File: config.mk
export PLATFORM = sky130hd
export DESIGN_NAME = fetch_unit_flat
export DESIGN_NICKNAME = d
export VERILOG_FILES = /design/src/rtl/protocore_pkg.sv /design/src/rtl/fetch_unit_if.sv /design/src/rtl/fetch_fifo.sv /design/src/rtl/fetch_unit.sv /design/src/flat_wrapper.sv
export SDC_FILE = /design/constraint.sdc
export NUM_CORES = 1
export LEC_CHECK = 0
export ABC_AREA = 1
export CORE_MARGIN = 10
export CORE_UTILIZATION = 30
export DETAILED_ROUTE_END_ITERATION = 10
export PLACE_DENSITY_LB_ADDON = 0.2
export SETUP_SLACK_MARGIN = 0.05
export SLEW_MARGIN = 15
export SYNTH_ARGS = -nofsm -noshare
export SYNTH_HDL_FRONTEND = slang
export SYNTH_SLANG_ARGS = --single-unit
File: constraint.sdc
create_clock -name clk -period 11.05 [get_ports clk]
set_input_delay 2.7625 -clock clk [delete_from_list [all_inputs] [get_ports clk]]
set_output_delay 2.7625 -clock clk [all_outputs]
set_load 0.01 [all_outputs]
File: src/rtl/protocore_pkg.sv
// ============================================================================
// protocore_pkg: shared widths, defaults and the fetch FIFO entry type. Rev 1.0
// ============================================================================
`default_nettype none

package protocore_pkg;

   localparam int ADDR_W          = 8;
   localparam int INSTR_W_DEFAULT = 16;
   localparam int FETCH_DEPTH     = 2;

   typedef struct packed {
      logic [INSTR_W_DEFAULT-1:0] instr;
      logic [ADDR_W-1:0]          pc;
   } fetch_entry_t;

endpackage

`default_nettype wire

File: src/rtl/fetch_unit_if.sv
// ============================================================================
// fetch_unit_if: PC, instruction-memory, decode and redirect signals. Rev 1.0
// ============================================================================
`default_nettype none

interface fetch_unit_if
   import protocore_pkg::*;
#(
   parameter int INSTR_W = INSTR_W_DEFAULT
) ();

   logic [ADDR_W-1:0]  pc_addr;
   logic               pc_en;
   logic               pc_overwrite;
   logic [ADDR_W-1:0]  pc_overwrite_data;
   logic               imem_en;
   logic [ADDR_W-1:0]  imem_addr;
   logic [INSTR_W-1:0] imem_rdata;
   logic               dec_valid;
   logic               dec_ready;
   logic [INSTR_W-1:0] dec_instr;
   logic [ADDR_W-1:0]  dec_pc;
   logic               redirect_valid;
   logic [ADDR_W-1:0]  redirect_addr;

   modport master (
      input  pc_addr, imem_rdata, dec_ready, redirect_valid, redirect_addr,
      output pc_en, pc_overwrite, pc_overwrite_data, imem_en, imem_addr,
             dec_valid, dec_instr, dec_pc
   );

   modport slave (
      output pc_addr, imem_rdata, dec_ready, redirect_valid, redirect_addr,
      input  pc_en, pc_overwrite, pc_overwrite_data, imem_en, imem_addr,
             dec_valid, dec_instr, dec_pc
   );

endinterface

`default_nettype wire

File: src/rtl/fetch_fifo.sv
// ============================================================================
// fetch_fifo: DEPTH-entry synchronous FIFO; flush wins over push. Rev 1.0
// ============================================================================
`default_nettype none

module fetch_fifo
   import protocore_pkg::*;
#(
   parameter int  DEPTH = FETCH_DEPTH,
   parameter type T     = fetch_entry_t
) (
   input  logic                   clk,
   input  logic                   rst,
   input  logic                   push_i,
   input  logic                   pop_i,
   input  logic                   flush_i,
   input  T                       data_i,
   output T                       head_o,
   output logic [$clog2(DEPTH):0] count_o
);

   localparam int PTR_W = $clog2(DEPTH);

   T                 mem_q [DEPTH];
   logic [PTR_W-1:0] wr_ptr_q, wr_ptr_d;
   logic [PTR_W-1:0] rd_ptr_q, rd_ptr_d;
   logic [PTR_W:0]   count_q, count_d;

   always_comb begin
      wr_ptr_d = wr_ptr_q;
      rd_ptr_d = rd_ptr_q;
      count_d  = count_q;
      if (flush_i) begin
         wr_ptr_d = '0;
         rd_ptr_d = '0;
         count_d  = '0;
      end else begin
         if (push_i) wr_ptr_d = wr_ptr_q + PTR_W'(1);
         if (pop_i)  rd_ptr_d = rd_ptr_q + PTR_W'(1);
         count_d = count_q + (PTR_W+1)'(push_i) - (PTR_W+1)'(pop_i);
      end
   end

   always_ff @(posedge clk or posedge rst) begin
      if (rst) begin
         wr_ptr_q <= '0;
         rd_ptr_q <= '0;
         count_q  <= '0;
      end else begin
         wr_ptr_q <= wr_ptr_d;
         rd_ptr_q <= rd_ptr_d;
         count_q  <= count_d;
      end
   end

   // Storage is left unreset; it is only observed through a non-zero count.
   always_ff @(posedge clk) begin
      if (push_i && !flush_i) mem_q[wr_ptr_q] <= data_i;
   end

   assign head_o  = mem_q[rd_ptr_q];
   assign count_o = count_q;

endmodule

`default_nettype wire

File: src/rtl/fetch_unit.sv
// ============================================================================
// fetch_unit: credit-based instruction fetch feeding decode. FETCH_STALL_CNT_EN
// adds the stall_cnt port. Rev 1.0
// ============================================================================
`default_nettype none

module fetch_unit
   import protocore_pkg::*;
#(
   parameter int INSTR_W = INSTR_W_DEFAULT,
   parameter int DEPTH   = FETCH_DEPTH
) (
   input  logic         clk,
   input  logic         rst,
   fetch_unit_if.master bus
`ifdef FETCH_STALL_CNT_EN
   ,
   output logic [15:0]  stall_cnt
`endif
);

   localparam int CNT_W = $clog2(DEPTH) + 1;

   typedef struct packed {
      logic [INSTR_W-1:0] instr;
      logic [ADDR_W-1:0]  pc;
   } entry_t;

   logic              inflight_q, inflight_d;
   logic              drop_q, drop_d;
   logic [ADDR_W-1:0] addr_q, addr_d;
   logic [CNT_W-1:0]  count;
   logic [CNT_W:0]    credit;
   logic              resp, empty, pop, fifo_push, fifo_pop, issue, valid;
   entry_t            resp_entry, head, dec_entry;

   always_comb begin
      resp             = inflight_q & ~drop_q;
      empty            = (count == '0);
      resp_entry.instr = bus.imem_rdata;
      resp_entry.pc    = addr_q;
      // An empty FIFO forwards the returning word straight to decode.
      dec_entry        = empty ? resp_entry : head;
      valid            = ~rst & (~empty | resp);
      pop              = valid & bus.dec_ready & ~bus.redirect_valid;
      fifo_pop         = pop & ~empty;
      fifo_push        = resp & ~(pop & empty);

      credit = {1'b0, count} + (CNT_W+1)'(inflight_q) - (CNT_W+1)'(pop);
      issue  = ~rst & ~bus.redirect_valid & (credit < (CNT_W+1)'(DEPTH));

      inflight_d = issue;
      drop_d     = bus.redirect_valid & inflight_q;
      addr_d     = issue ? bus.pc_addr : addr_q;

      bus.pc_en             = issue;
      bus.imem_en           = issue;
      bus.imem_addr         = rst ? '0 : bus.pc_addr;
      bus.pc_overwrite      = ~rst & bus.redirect_valid;
      bus.pc_overwrite_data = (~rst & bus.redirect_valid) ? bus.redirect_addr : '0;
      bus.dec_valid         = valid;
      bus.dec_instr         = valid ? dec_entry.instr : '0;
      bus.dec_pc            = valid ? dec_entry.pc    : '0;
   end

   always_ff @(posedge clk or posedge rst) begin
      if (rst) begin
         inflight_q <= 1'b0;
         drop_q     <= 1'b0;
         addr_q     <= '0;
      end else begin
         inflight_q <= inflight_d;
         drop_q     <= drop_d;
         addr_q     <= addr_d;
      end
   end

   fetch_fifo #(
      .DEPTH (DEPTH),
      .T     (entry_t)
   ) u_fifo (
      .clk     (clk),
      .rst     (rst),
      .push_i  (fifo_push),
      .pop_i   (fifo_pop),
      .flush_i (bus.redirect_valid),
      .data_i  (resp_entry),
      .head_o  (head),
      .count_o (count)
   );

`ifdef FETCH_STALL_CNT_EN
   logic [15:0] stall_cnt_q, stall_cnt_d;

   always_comb begin
      stall_cnt_d = stall_cnt_q;
      if (bus.dec_ready && !valid && (stall_cnt_q != 16'hFFFF))
         stall_cnt_d = stall_cnt_q + 16'd1;
   end

   always_ff @(posedge clk or posedge rst) begin
      if (rst) stall_cnt_q <= '0;
      else     stall_cnt_q <= stall_cnt_d;
   end

   assign stall_cnt = stall_cnt_q;
`endif

endmodule

`default_nettype wire

File: src/flat_wrapper.sv
// flat-port wrapper written by rule: the top's interface ports become plain ports
module fetch_unit_flat import protocore_pkg::*;
#(
   parameter int INSTR_W = INSTR_W_DEFAULT,
   parameter int DEPTH   = FETCH_DEPTH
)
  (clk, rst, bus_pc_addr, bus_imem_rdata, bus_dec_ready, bus_redirect_valid, bus_redirect_addr, bus_pc_en, bus_pc_overwrite, bus_pc_overwrite_data, bus_imem_en, bus_imem_addr, bus_dec_valid, bus_dec_instr, bus_dec_pc);
  fetch_unit_if #(.INSTR_W(INSTR_W)) bus_i ();
  input  logic clk;
  input  logic rst;
  input wire logic [$bits(bus_i.pc_addr)-1:0] bus_pc_addr;
  input wire logic [$bits(bus_i.imem_rdata)-1:0] bus_imem_rdata;
  input wire logic [$bits(bus_i.dec_ready)-1:0] bus_dec_ready;
  input wire logic [$bits(bus_i.redirect_valid)-1:0] bus_redirect_valid;
  input wire logic [$bits(bus_i.redirect_addr)-1:0] bus_redirect_addr;
  output wire logic [$bits(bus_i.pc_en)-1:0] bus_pc_en;
  output wire logic [$bits(bus_i.pc_overwrite)-1:0] bus_pc_overwrite;
  output wire logic [$bits(bus_i.pc_overwrite_data)-1:0] bus_pc_overwrite_data;
  output wire logic [$bits(bus_i.imem_en)-1:0] bus_imem_en;
  output wire logic [$bits(bus_i.imem_addr)-1:0] bus_imem_addr;
  output wire logic [$bits(bus_i.dec_valid)-1:0] bus_dec_valid;
  output wire logic [$bits(bus_i.dec_instr)-1:0] bus_dec_instr;
  output wire logic [$bits(bus_i.dec_pc)-1:0] bus_dec_pc;
  assign bus_i.pc_addr = bus_pc_addr;
  assign bus_i.imem_rdata = bus_imem_rdata;
  assign bus_i.dec_ready = bus_dec_ready;
  assign bus_i.redirect_valid = bus_redirect_valid;
  assign bus_i.redirect_addr = bus_redirect_addr;
  assign bus_pc_en = bus_i.pc_en;
  assign bus_pc_overwrite = bus_i.pc_overwrite;
  assign bus_pc_overwrite_data = bus_i.pc_overwrite_data;
  assign bus_imem_en = bus_i.imem_en;
  assign bus_imem_addr = bus_i.imem_addr;
  assign bus_dec_valid = bus_i.dec_valid;
  assign bus_dec_instr = bus_i.dec_instr;
  assign bus_dec_pc = bus_i.dec_pc;
  fetch_unit #(.INSTR_W(INSTR_W), .DEPTH(DEPTH)) u_core (.clk(clk), .rst(rst), .bus(bus_i));
endmodule
==> impl_metrics.yaml, run 1 <==
synthesis:
  synth_fp_nets: 366
  synth_top_area_cell: "edfxtp_1"
  ys_seq_area_frac: 0.597
  synth_top_area_share: 0.481
  synth_seq_cells: 62
  synth_ff_type: "edfxtp_1"
  synth.area.top_cells: "edfxtp_1, nand2_1, dfrtp_1"
  synth_common_cells: "nand2_1, edfxtp_1, inv_1, a21oi_1, nor2_1"
  synth_edf_count: 48
  avgSynthCellArea_um2: 9.20
  syn_inst: 326
  synth_warnings: 0
  synth_area_um2: 3000
  synth.most_common_cell: "nand2_1"
  synth.distinct_cells: 24
  async_reset_ff_frac: 0.226
grt:
  grt_use_total: 0.107
  grt_antenna_before_repair: 0
  first_global_vias: 2420
  grt_overflow_total: 0
  grt_pass1_wl_um: 12300
  grt_max_degree: 29
timing:
  worst_pin_slew_ns: 0.990
  drv_slew: 0
  period_needed_ns: 8.73
  fmax_ghz: 0.115
  fin_crit_sh: 0.790
  skew_ns: 0.00677
  hold_violations: 0
  tns_ns: 0
  slew_headroom: 0.339
  grt_setup_unrepaired: "no"
  setup_viol: 0
worst_setup_path:
  ff2ff_setup_slack_ns: 8.68
  timing.rr.end: "u_core.addr_q[4]$_DFFE_PP0P_"
  worst-endpoint-required_ns: 8.29
  r2r-start: "u_core.u_fifo.count_o[1]$_DFF_PP0_"
  endpoint_kind: "primary output"
  start_kind: "input pin"
  worstPathMaxFanout: 12
  crit_type: "input pin to primary output"
  cp.arrival_ns: 5.96
  rr_worst_depth: 10
clock_tree:
  clk_pin_slew_ns: 0.07
  cts_sinks: 62
  cts-resized-gates: 0
  root_buffer: "clkbuf_8"
  clkLatencyLatePin_ns: 0.32
  clockBufferDepth: 2
  cts_made_buffers: 9
  htree_levels: 3
  cts_tree: "built"
  ctsHoldBuffers: 0
  post_cts_buffers: 0
pwr:
  irDropWorstVdd_mv: 0.0529
  powerDensity_nw_per_um2: 161
  leakagePower_nw: 1.71
cells_and_area:
  n_fill_cell: 977
  drive_gt1_frac: 0.0711
  fin_nets: 443
  finalInstanceArea_um2: 4060
  diodes: 0
  multi_input_area_um2: 968
  regArea_um2: 1790
  synthToLayoutAreaGrowth_pct: 35.5
die:
  pin_count: 80
  core-area_um2: 9770
  rows: 36
  die_h_um: 120
  dieArea_um2: 14400
  start_util: 0.307
  dieWidth_um: 120
min_path:
  hold_start: "u_core.inflight_q$_DFF_PP0_"
  hold_depth: 2
  hold_end: "u_core.drop_q$_DFF_PP0_"
  hold_class: "register to register"
placed_design:
  gp_congestion: 0.780
  placed_area_um2: 3850
  io_buffers: 79
  dpl.hpwl_um: 5040
run_status:
  status: "finished, final reports clean"
routing:
  vias: 2322
  initialDrtViolationCount: 173
  wl_per_cell_um: 13.8
  drc: 0
  wirelength_um: 7450
  avgViaCountPerCell: 4.29
  drtPass1Iterations: 4
  ant_nets: 0
run:
  max-cap-violations: 0
[registers in the layout, indices dropped and copies added, names as in the netlist]
register                cells
u_core.inflight_q           1
u_core.u_fifo.mem_q        48
u_core.drop_q               1
u_core.u_fifo.count_o       2
u_core.addr_q               8
u_core.u_fifo.wr_ptr_q      1
u_core.u_fifo.rd_ptr_q      1
[power breakdown]
| part | internal [W] | switching (W) |
|---|---|---|
| clock network | 0.000116 | 0.0000855 |
| logic | 0.0000677 | 0.0000899 |
| registers | 0.000279 | 0.0000181 |
| total | 0.000462 | 0.000193 |
[worst max path at each step]
stage,to,depth (start not counted),from
after global routing,bus_imem_en,12,rst
after CTS,bus_imem_en,12,rst
final,bus_imem_en,12,rst
after detailed placement,bus_imem_en,12,rst
after global placement,bus_pc_en,12,rst
after floorplan,bus_pc_en,12,rst
[through the flow]
stage	instances	utilization	power (W)	hold WS [ns]	setup slack [ns]
floorplan	326	-	0.000398	0.456	3.52
finish	541	0.416	0.000656	0.498	2.32
global route	541	0.416	0.000699	0.537	2.00
detailed placement	525	0.394	0.000463	0.488	2.28
global placement	525	0.394	0.000461	0.490	2.37
CTS	541	0.416	0.000666	0.503	2.27
[critical path, cell delays in order]
cell             delay, ns
clkdlybuf4s50_1       0.66
nor2_1                0.25
nand2_1               0.10
a21oi_1               0.14
ha_1                  0.24
inv_1                 0.05
nand2_1               0.05
fa_1                  0.48
nor3b_4               0.40
nand2_4               0.14
inv_1                 0.13
clkdlybuf4s50_1       0.55
[cell families after synthesis]
kind of cell	share of synthesized area
and+or+nand+nor	0.250
DFF	0.597
xor gates and xnor gates	0.00835
buffers and inverters	0.0814
adders and majority gates	0.0192
AOI/OAI and AO/OA	0.0434
[cell type report]
type,count,share of cell area
multi-input combinational,218,0.238
sequential,62,0.441
tap,133,0.0410
timing repair buffer,81,0.198
inverter,31,0.0299
clock buffer,11,0.0373
clock inverter,5,0.0142
[placed cells by master, fill, tap and decap left out]
cell type	Yosys	layout
clkinv_4	1	1
clkdlybuf4s50_1	0	79
nor2_2	2	2
dfrtp_1	14	14
xor2_1	1	1
clkinv_2	0	1
clkinvlp_4	0	3
nand2_1	147	147
nand2_2	1	1
o21ai_0	1	1
ha_1	3	3
nand3_1	9	9
nand2_4	1	1
xnor2_2	1	1
inv_2	2	2
nand4_1	1	1
buf_4	4	2
nor2_4	1	1
fa_1	1	1
bufinv_16	0	1
a21oi_1	25	25
nor3_2	0	1
inv_1	28	28
clkbuf_8	0	11
nor3b_4	1	1
edfxtp_1	48	48
nor2_1	22	22
[layer usage]
layer  part of all wire  global-route usage  wire length [µm]  vias up
met4              0.013              0.0437                94        0
li1                   -                   -                 -     1189
met3              0.066              0.0370               495        7
met1               0.44               0.125              3240     1060
met2               0.49               0.174              3610       66
met5                  0                   0                 0        -
No activity file was read; power rests on OpenSTA's default activity.
==> inputs of run 2 (changes only) <==
==> constraint.sdc (replaced) <==
create_clock -name clk -period 8.5 [get_ports clk]
set_input_delay 2.125 -clock clk [delete_from_list [all_inputs] [get_ports clk]]
set_output_delay 2.125 -clock clk [all_outputs]
set_load 0.01 [all_outputs]
==> impl_metrics.yaml, run 2 (synthesis gave the netlist of run 1 again) <==
placed_design:
  placed_cells: 525
  dp_slack_ns: 1.03
  gp_congestion: 0.780
  io_buffers: 79
  dpl.hpwl_um: 5040
cells_and_area:
  diodes: 0
  layout_commonest_cell: "nand2_1"
  final_cell_mix: "nand2_1, clkdlybuf4s50_1, edfxtp_1"
  final_cells: 541
  largest_reg_flops: 48
  top_register: "u_core.u_fifo.mem_q"
  final_util: 0.412
  drive_gt1_frac: 0.0613
  synthToLayoutAreaGrowth_pct: 34.2
  fin_nets: 443
timing:
  grt_setup_unrepaired: "no"
  worst_pin_slew_ns: 0.979
  drv_slew: 0
  period_needed_ns: 7.43
  finalWorstSetupSlack_ns: 1.07
  setup_viol: 0
  hold_ws_ns: 0.489
  skew_ns: 0.00647
  hold_violations: 0
  tns_ns: 0
  fmax_ghz: 0.135
  slew_headroom: 0.347
  fin_crit_sh: 0.874
grt:
  grt_antenna_before_repair: 0
  grt_overflow_total: 0
  first_global_vias: 2452
  grt_pass1_wl_um: 12400
  grt_use_total: 0.107
  grt_max_degree: 29
routing:
  ant_nets: 0
  wl_per_cell_um: 13.6
  wirelength_um: 7370
  initialDrtViolationCount: 174
  drtPass1Iterations: 5
  drc: 0
  avgViaCountPerCell: 4.30
  vias: 2328
run_status:
  status: "finished, final reports clean"
run:
  max-cap-violations: 0
die:
  rows: 36
  start_util: 0.307
  dieArea_um2: 14400
  pin_count: 80
  core-area_um2: 9770
  dieWidth_um: 120
  die_h_um: 120
pwr:
  powerDensity_nw_per_um2: 202
  leakagePower_nw: 1.70
  irDropWorstVdd_mv: 0.0614
worst_setup_path:
  start_kind: "input pin"
  cp.arrival_ns: 5.30
  worst-endpoint-required_ns: 6.38
  crit_path_cell_trace: "clkdlybuf4s50_1, nor2_1, nand2_1, a21oi_1, ha_1, inv_1, nand2_1, fa_1, nor3b_4, nand2_4, inv_1, clkdlybuf4s50_1"
  endpoint_kind: "primary output"
  worstPathMaxFanout: 12
  slowest_stage: "clkdlybuf4s50_1"
  cp_slowest_stage_delay_ns: 0.66
  crit_type: "input pin to primary output"
clock_tree:
  ctsHoldBuffers: 0
  cts_made_buffers: 9
  cts_tree: "built"
  cts_sinks: 62
  cts-resized-gates: 0
  post_cts_buffers: 0
  clkLatencyLatePin_ns: 0.33
  clk_pin_slew_ns: 0.06
  clockBufferDepth: 2
  root_buffer: "clkbuf_8"
  htree_levels: 3
min_path:
  hold_class: "register to register"
run 2: cell types whose count changed in the layout (fill, tap and decap cells not counted), sizes merged:
cell	previous run	this run
bufinv	1	0
clkbuf	11	14
clkinv	2	3
clkinvlp	3	0
run 2: final timing paths:
path	startpoint	endpoint	slack, ns	cells after the start
max	rst	bus_imem_en	1.07	12
max in group asynchronous	rst	u_core.u_fifo.count_o[1]$_DFF_PP0_	5.54	2
min reg2reg	u_core.inflight_q$_DFF_PP0_	u_core.drop_q$_DFF_PP0_	0.49	2
min in group asynchronous	rst	u_core.u_fifo.wr_ptr_q$_DFFE_PP0P_	2.57	2
min	u_core.inflight_q$_DFF_PP0_	u_core.drop_q$_DFF_PP0_	0.49	2
max reg2reg	u_core.u_fifo.count_o[1]$_DFF_PP0_	u_core.addr_q[1]$_DFFE_PP0P_	6.14	10
run 2: cell type report:
type                    count  area, µm²
well taps                 133        166
flip-flops and latches     62       1790
fillers                   978       5750
repair buffers             81        806
inverters                  31        121
clock buffers              14        163
clock inverters             2       8.76
multi-input cells         218        968
run 2: report_power, final:
group / switching, W / leakage [nW] / internal [W]
Clock: 0.000104 / 0.0881 / 0.000121
Combinational: 0.000116 / 0.999 / 0.0000880
Sequential: 0.0000235 / 0.616 / 0.000362
Total: 0.000244 / 1.70 / 0.000571
run 2: stage by stage:
stage | area, µm² | total power [W]
floorplan | 3000 | 0.000517
global placement | 3850 | 0.000600
detailed placement | 3850 | 0.000601
global route | 4030 | 0.000867
CTS | 4030 | 0.000826
finish | 4030 | 0.000815
run 2: worst max-delay path, delay by kind of cell:
| kind | cells | cell delay, ns |
|---|---|---|
| compound gates | 1 | 0.14 |
| fa+ha+maj | 2 | 0.72 |
| buf+inv | 4 | 1.39 |
| simple gates | 5 | 0.92 |
run 2: metal layers:
| metal | track usage | vias up | wire [µm] | part of all wire |
|---|---|---|---|---|
| met5 | 0 | - | 0 | 0 |
| met4 | 0.0581 | 0 | 187 | 0.025 |
| met1 | 0.125 | 1052 | 3250 | 0.44 |
| met3 | 0.0352 | 13 | 545 | 0.074 |
| li1 | - | 1186 | - | - |
| met2 | 0.172 | 77 | 3390 | 0.46 |
==> inputs of run 3 (changes only) <==
--- a/config.mk
+++ b/config.mk
@@ -9,7 +9,7 @@
 export CORE_MARGIN = 10
 export CORE_UTILIZATION = 30
 export DETAILED_ROUTE_END_ITERATION = 10
-export PLACE_DENSITY_LB_ADDON = 0.2
+export PLACE_DENSITY_LB_ADDON = 0.3
 export SETUP_SLACK_MARGIN = 0.05
 export SLEW_MARGIN = 15
 export SYNTH_ARGS = -nofsm -noshare
==> impl_metrics.yaml, run 3 (synthesis gave the netlist of run 1 again) <==
run_status:
  status: "finished, final reports clean"
worst_setup_path:
  cp.arrival_ns: 5.33
  crit_family: "buffers and inverters"
  critPathBufInv: 4
  slowest_stage: "clkdlybuf4s50_1"
  endpoint_kind: "primary output"
  crit_path_cell_trace: "clkdlybuf4s50_1, nor2_1, nand2_1, a21oi_1, ha_1, inv_1, nand2_1, fa_1, nor3b_4, nand2_4, inv_1, clkdlybuf4s50_1"
  crit_type: "input pin to primary output"
  start_kind: "input pin"
  cp_slowest_stage_delay_ns: 0.65
  worstPathMaxFanout: 12
  r2r-start: "u_core.u_fifo.count_o[1]$_DFF_PP0_"
  critPathLaunch: "rst"
  worst-endpoint-required_ns: 6.38
clock_tree:
  cts_sinks: 62
  clk_pin_slew_ns: 0.06
  post_cts_buffers: 0
  clkLatencyLatePin_ns: 0.33
  cts_made_buffers: 9
  clockBufferDepth: 2
  root_buffer: "clkbuf_8"
  htree_levels: 3
  cts_tree: "built"
  ctsHoldBuffers: 0
  cts-resized-gates: 0
pwr:
  seq_power_share: 0.459
  power_w: 0.000840
  clockPowerShare: 0.297
  p_int_w: 0.000592
  netSwitchingPower_w: 0.000248
  leakagePower_nw: 1.72
  powerDensity_nw_per_um2: 208
  pwr-share-comb: 0.244
  swShare: 0.296
  irDropWorstVdd_mv: 0.0898
cells_and_area:
  diodes: 0
  regArea_um2: 1790
  n_fill_cell: 986
  drive_gt1_frac: 0.0686
  top_register: "u_core.u_fifo.mem_q"
  final_util: 0.414
  final_cell_mix: "nand2_1, clkdlybuf4s50_1, edfxtp_1"
  final_cells: 541
  layout_commonest_cell: "nand2_1"
  multi_input_area_um2: 968
  fin_nets: 443
  synthToLayoutAreaGrowth_pct: 34.9
  largest_reg_flops: 48
placed_design:
  placed_cells: 525
  dp_slack_ns: 1.03
  dpl.hpwl_um: 5100
  gp_congestion: 0.726
  io_buffers: 79
timing:
  drv_slew: 0
  hold_violations: 0
  tns_ns: 0
  slew_headroom: 0.322
  fmax_ghz: 0.134
  fin_crit_sh: 0.877
  worst_pin_slew_ns: 1.02
  period_needed_ns: 7.46
  setup_viol: 0
  finalWorstSetupSlack_ns: 1.04
  skew_ns: 0.0101
  grt_setup_unrepaired: "no"
die:
  start_util: 0.307
  die_h_um: 120
  dieWidth_um: 120
  rows: 36
  pin_count: 80
  dieArea_um2: 14400
  core-area_um2: 9770
grt:
  first_global_vias: 2530
  grt_antenna_before_repair: 0
  grt_pass1_wl_um: 12700
  grt_use_total: 0.109
  grt_max_degree: 30
  grt_overflow_total: 0
min_path:
  hold_start: "u_core.inflight_q$_DFF_PP0_"
  hold_class: "register to register"
routing:
  wirelength_um: 7420
  ant_nets: 0
  wl_per_cell_um: 13.7
  avgViaCountPerCell: 4.26
  vias: 2303
  drc: 0
  initialDrtViolationCount: 134
  drtPass1Iterations: 4
run:
  max-cap-violations: 0
run 3: changes by cell type in the layout (fill, tap and decap cells not counted):
cell	previous run	this run
clkbuf_1	3	1
clkbuf_8	11	10
bufinv_16	0	1
clkinv_1	1	0
clkinv_2	1	4
run 3: area by class of cell:
class,instances,share of cell area
clock inverter,5,0.0124
multi-input combinational,218,0.239
timing repair buffer,81,0.199
clock buffer,11,0.0350
tap,133,0.0411
inverter,31,0.0300
sequential,62,0.443
run 3: worst paths after layout:
path	to	slack, ns	cells past startpoint
max	bus_imem_en	1.04	12
min	u_core.drop_q$_DFF_PP0_	0.49	2
max reg2reg	u_core.addr_q[3]$_DFFE_PP0P_	5.74	11
min reg2reg	u_core.drop_q$_DFF_PP0_	0.49	2
max in group asynchronous	u_core.u_fifo.wr_ptr_q$_DFFE_PP0P_	5.58	2
min in group asynchronous	u_core.addr_q[0]$_DFFE_PP0P_	2.54	2
run 3: layer usage:
| metal | vias to the layer above | track usage | share of wire |
|---|---|---|---|
| li1 | 1191 | - | - |
| met3 | 8 | 0.0502 | 0.089 |
| met4 | 0 | 0.0354 | 0.012 |
| met1 | 1033 | 0.126 | 0.45 |
| met5 | - | 0 | 0 |
| met2 | 71 | 0.176 | 0.45 |
run 3: worst register-to-register path: cells and delay by family, from the launching register on:
kind                       cells  cell delay [ns]
DFF                            1             0.48
and+or+nand+nor                6             0.87
adders and majority gates      2             0.77
AOI/OAI and AO/OA              1             0.13
buffers and inverters          2             0.40
run 3: power by group through the flow:
stage	Sequential [W]	Combinational, W	Clock (W)
after floorplan	0.000382	0.000135	0
after global placement	0.000392	0.000205	0
after detailed placement	0.000392	0.000209	0
after CTS	0.000386	0.000210	0.000255
after global routing	0.000391	0.000233	0.000270
final	0.000386	0.000205	0.000249
run 3: through the flow:
stage                     cell area [µm²]  hold WS, ns
after floorplan                      3000        0.456
after global placement               3850        0.475
after detailed placement             3850        0.482
after CTS                            4050        0.497
after global routing                 4050        0.523
final                                4050        0.492
